<file path="src/rtl/tp_popcount.sv">
// rtl/tp_popcount.sv - combinational population count of a DATA_W-bit word
module tp_popcount #(
   parameter int DATA_W = 32,
   localparam int CNT_W = $clog2(DATA_W + 1)
) (
   input  logic [DATA_W-1:0] data,
   output logic [CNT_W-1:0]  count
);

   always_comb begin
      count = '0;
      for (int i = 0; i < DATA_W; i++) begin
         count = count + CNT_W'(data[i]);
      end
   end

endmodule

</file>
<file path="config.mk">
export PLATFORM = sky130hd
export DESIGN_NAME = tp_popcount
export DESIGN_NICKNAME = d
export VERILOG_FILES = /design/src/rtl/tp_popcount.sv
export SDC_FILE = /design/constraint.sdc
export NUM_CORES = 1
export LEC_CHECK = 0
export BUFFER_PORTS_ARGS = -buffer_cell sky130_fd_sc_hd__buf_2
export CAP_MARGIN = 20
export CORE_MARGIN = 1.5
export CORE_UTILIZATION = 49
export DETAILED_ROUTE_END_ITERATION = 7
export MAX_ROUTING_LAYER = met4
export PLACE_DENSITY_LB_ADDON = 0.2
export RECOVER_POWER = 100
export SLEW_MARGIN = 10
export SYNTH_ARGS = -nofsm -noshare
export SYNTH_HDL_FRONTEND = slang
export SYNTH_SLANG_ARGS = --single-unit
</file>
<file path="constraint.sdc">
create_clock -name vclk -period 5.95
set_input_delay 0.2975 -clock vclk [all_inputs]
set_output_delay 0.2975 -clock vclk [all_outputs]
set_load 0.02 [all_outputs]
</file>
==> impl_results.md, run 1 <==
* Seq Cell Count at 0
* Nature of the critical path endpoint: output pin
* Filler cell count at about 140
* Synthesis Warnings at 0
* XOR/XNOR Fraction of Synth Area at around 3.5%
* Layout net count at ~180
* Hold-critical path depth at 3
* F_max at 196 MHz
* Crit path required time at approximately 5.7 ns
* Main combinational cell family by area after synthesis: adder cells
* Cell area after layout at 958 um2
* Final ANT Viol Nets at 0
* Register area at 0 um2
* Core ar. at roughly 1500 um2
* Critical-path top delay cell: fa_1
* Detailed-router iteration count before antenna repair at 4
* CP peak stage delay at 0.52 ns
* Row count at 14
* Layout cell share with drive strength beyond 1 at 30.6%
* Die area at 1790 um2
* Hold_ws at approximately 1 ns
* Post-synth top area cell: fa_1
* Synth top area share at 63.4%
* Vias/cell at roughly 4.4
* Initial Util at between 50% and 60%
* Initial antenna violation count at 0
* DP Area at between 900 and 1000 um2
* Count leader, synth: inv_1
* Post-synthesis cell type count at 11
* Period utilization at approximately 86%
* Hold crit path type: in -> out
* Mean post-synth cell area at 10.4 um2
* Rel. slew slack at roughly 83%
* WS Path Type: in -> out
* Post-route DRC at 0
* Cell mode on critical path: fa_1
* Largest net degree at the start of global routing at 4
* Mux share of post-synthesis cell area at 0%
* Via count at between 500 and 600
* WL final at roughly 1.0 mm
* Hold_buf cts at 0
* Outcome: completed
* Synth Area in Adders at around 75%
* Hold Violations, Final at 0
* Synth-to-Final Area Change at 26.4%
* CP Max Fanout at 2
* MaxCap Viol Count at 0
* Fin. max-slew vios at 0
* Gpl congestion at 0.723
* Hold Path Origin: data[2]
* Ports at 38
* IO Port Bufs at 38
* CTS resizes at 0
* Total track usage at about an eighth
* Post-layout min period at approximately 5.1 ns
* Startpoint Class: primary input
* First-pass GRT wire length at roughly 1.9 mm
* Top cells by count, synth: inv_1, fa_1, ha_1
* Diodes inserted at 0
* Vias in the first global route at between 500 and 600
* Cell breakdown of the critical path: buf_2, inv_1, fa_1, inv_1, fa_1, fa_1, fa_1, fa_1, inv_1, fa_1, inv_1, ha_1, inv_1, fa_1, nand2b_1, a21oi_2, xor2_1, clkbuf_1
* Leading post-synthesis cells by cell area: fa_1, inv_1, ha_1, a21oi_2, xnor2_1
* Gate Count Post-Synth at 73
* Netlist Area Pre-Place at between 700 and 800 um2
* Worst Setup SP: data[0]
* Chip width at ~42 um
* Register area share after synthesis at 0%
* WL per Instance at just over 8 um
* Die height at 42.3 um
* Post-Synth Simple-Gate Area at under 10%
* Grt ovf at 0
* Worst slew pin tran at about 0.26 ns
* # clk buffers at 0
* Synth Net Count at approximately 140
* Data arrival, critical path at 4.80 ns
* DPL Wire Length at roughly 1.1 mm
* Compound-Gate Fraction of Synth Area at around 4.0%
* Setup tns final at 0 ns
* Initial DRC Count at 4
* Final setup fails at 0
* RSZ-0062 raised after global routing: false
* Post-CTS Setup Inserts at 0
worst max-delay path: cells and delay by family:
| family | cells | cell delay (ns) |
|---|---|---|
| AND/OR/NAND/NOR | 1 | 0.17 |
| adder cells (fa/ha/maj) | 8 | 3.45 |
| XOR/XNOR | 1 | 0.15 |
| buffers and inverters | 7 | 0.60 |
| AO/OA/AOI/OAI | 1 | 0.13 |
stage by stage:
step	instances	util [%]	setup slack, ns
floorplan	73	-	1.06
global placement	127	65.8	0.936
detailed placement	127	65.8	0.899
CTS	127	65.8	0.890
global route	127	65.1	0.668
finish	127	65.1	0.852
placed cells by master (no fill, tap or decap), drive strengths merged:
cell type / synthesis / routed
fa: 24 / 24
nand2: 2 / 2
clkbuf: 0 / 5
xor2: 1 / 1
a21o: 1 / 1
buf: 0 / 33
inv: 30 / 30
a21oi: 2 / 2
nor2: 2 / 2
xnor2: 2 / 2
o21ai: 1 / 1
nand2b: 1 / 1
ha: 7 / 7
cell type report:
| cell class | instances | area [um2] | share of cell area (%) |
|---|---|---|---|
| inverters | 30 | 113 | 11.7 |
| multi-input cells | 43 | 642 | 67.0 |
| repair buffers | 38 | 184 | 19.2 |
| well taps | 16 | 20.0 | 2.09 |
worst paths after layout:
check       end  slack (ns)
max    count[4]        0.85
min    count[0]        1.02
layer usage:
layer	share of wire, %	vias to the layer above	track usage (%)
met5	0	-	-
met1	35	264	17.8
met2	58	19	23.4
met3	6.1	0	0.431
li1	-	276	-
met4	0	0	0
logic make-up (layout without fill, tap and decap cells):
logic type,after synthesis,after routing
fa+ha+maj,31,31
compound gates,4,4
buf+inv,30,68
simple gates,5,5
xor+xnor,3,3
Power of run 1 is left out: the tool's default activity adds up to more than one toggle a clock period on the data nets, which glitch-free logic cannot reach.
==> run 2: changes to the inputs <==
- CAP_MARGIN: 20 -> 5
- GPL_TIMING_DRIVEN: not set -> 1
- clock period: 5.95 -> 5.05 ns (I/O delays scaled with it)
==> run 2 against run 1 <==
Net effect:
- sequential share of layout area is the same
- flip-flop and latch count is the same
- via count grew 6.6%
- non-clock buffer count grew 1
- worst setup slack lost 0.74 ns
- critical path depth is the same
- largest cell class unchanged
- routed wire length grew 24%
- worst hold slack lost 0.080 ns
==> impl_results.md, run 2 (synthesis gave the netlist of run 1 again) <==
* RSZ-0062 raised after global routing: true
* Post-layout min period at 4.94 ns
* Period utilization at a little over nine tenths
* Crit path required time at between 4 and 5 ns
* Chip width at around 42 um
* CP peak stage delay at approximately 0.53 ns
* First-pass GRT wire length at between 2 and 2.5 mm
* Hold crit path type: in -> out
* Largest net degree at the start of global routing at 4
* Worst slew pin tran at 0.246 ns
* Rel. slew slack at a little over four fifths
* Core ar. at approximately 1500 um2
* Data arrival, critical path at approximately 4.7 ns
* Outcome: completed
* Hold_buf cts at 0
* Filler cell count at 130
* Ports at 38
* WS Path Type: in -> out
* Die area at approximately 1800 um2
* Layout Cells excl Fill at ~130
* Post-layout util at approximately two thirds
* WL per Instance at a little under 10 um
* Initial antenna violation count at 0
* Post-route DRC at 0
* Synth-to-Final Area Change at 32.3%
* Seq Cell Count at 0
* Worst path depth at 18
* Via count at roughly 600
* Routing usage on met2 at between 30 and 40%
* Register area at 0 um2
* Dpl cells at between 100 and 150
* Vias in the first global route at between 600 and 700
* Vias/cell at ~4.7
* Cell mode on critical path: fa_1
* Diodes inserted at 0
* Layout cell share with drive strength beyond 1 at between 40% and 50%
* Cell breakdown of the critical path: buf_6, inv_2, fa_1, inv_1, fa_1, fa_1, fa_1, fa_1, inv_1, fa_1, inv_1, ha_2, inv_2, fa_2, nand2b_4, a21oi_4, xor2_1, buf_4
* CP Max Fanout at 2
* Hold Violations, Final at 0
* Grt met3 use at under 10%
* DPL Wire Length at 1.27 mm
* Critical-path top delay cell: fa_1
* Cell family with most CP delay: adder cells
* Final setup fails at 0
* Total track usage at about 17%
* # clk buffers at 0
* Met1 Track Usage GR at about 15%
* Most frequent cells in the layout: buf_2, inv_1, fa_1, ha_1, inv_2
* Worst slack, placed at roughly 0.017 ns
* Detailed-router iteration count before antenna repair at 2
* Hold-critical path depth at 3
* Final WS setup at between 0.1 and 0.15 ns
* Fin. max-slew vios at 0
* Layout net count at around 180
* IO Port Bufs at 38
* Final ANT Viol Nets at 0
* WL final at 1.27 mm
* Commonest non-fill, non-tap cell in the layout: buf_2
* Worst path bufs/invs at 7
* Initial Util at between 50% and 60%
* Startpoint Class: primary input
* Hold_ws at between 0.9 and 1 ns
* F_max at 202 MHz
* Die height at 42.3 um
* Gpl congestion at about 0.7
* Grt ovf at 0
* Initial DRC Count at 2
* Nature of the critical path endpoint: output pin
* Row count at 14
* GRT Max-Usage Layer: met2
* MaxCap Viol Count at 0
==> run 2: worst min-delay path, cell delays in order <==
cell and delay, ns:
buf_2 0.08, ha_2 0.13, clkbuf_1 0.22
==> run 2: path summary, 6_finish.rpt <==
path	from	endpoint	slack, ns
worst min-delay path	data[2]	count[0]	0.94
worst max-delay path	data[0]	count[4]	0.11
==> run 2: what timing repair did <==
item / CTS / global route
pin swaps: 0 / 4
buffers inserted: 0 / 1
setup endpoints to repair: 1 / 1
gates resized for setup: 1 / 8
==> run 2: area by class of cell <==
type,instances,area (um2),share of cell area [%]
Multi-Input combinational cell,43,666,66.3
Timing Repair Buffer,39,205,20.4
Inverter,30,113,11.2
Tap cell,16,20.0,2.00
==> run 2: per-layer routing <==
layer	vias to the layer above	part of all wire [%]
met5	-	0
met4	0	1.3
met3	2	5.6
met2	21	65
met1	295	28
li1	278	-
==> run 2: metrics by stage <==
step	area [um2]	setup TNS (ns)
2_1_floorplan	758	0
3_3_place_gp	968	0
3_5_place_dp	968	0
4_1_cts	971	0
5_1_grt	1000	-0.0389
6_report	1000	0
Power of run 2 is left out for the same reason.
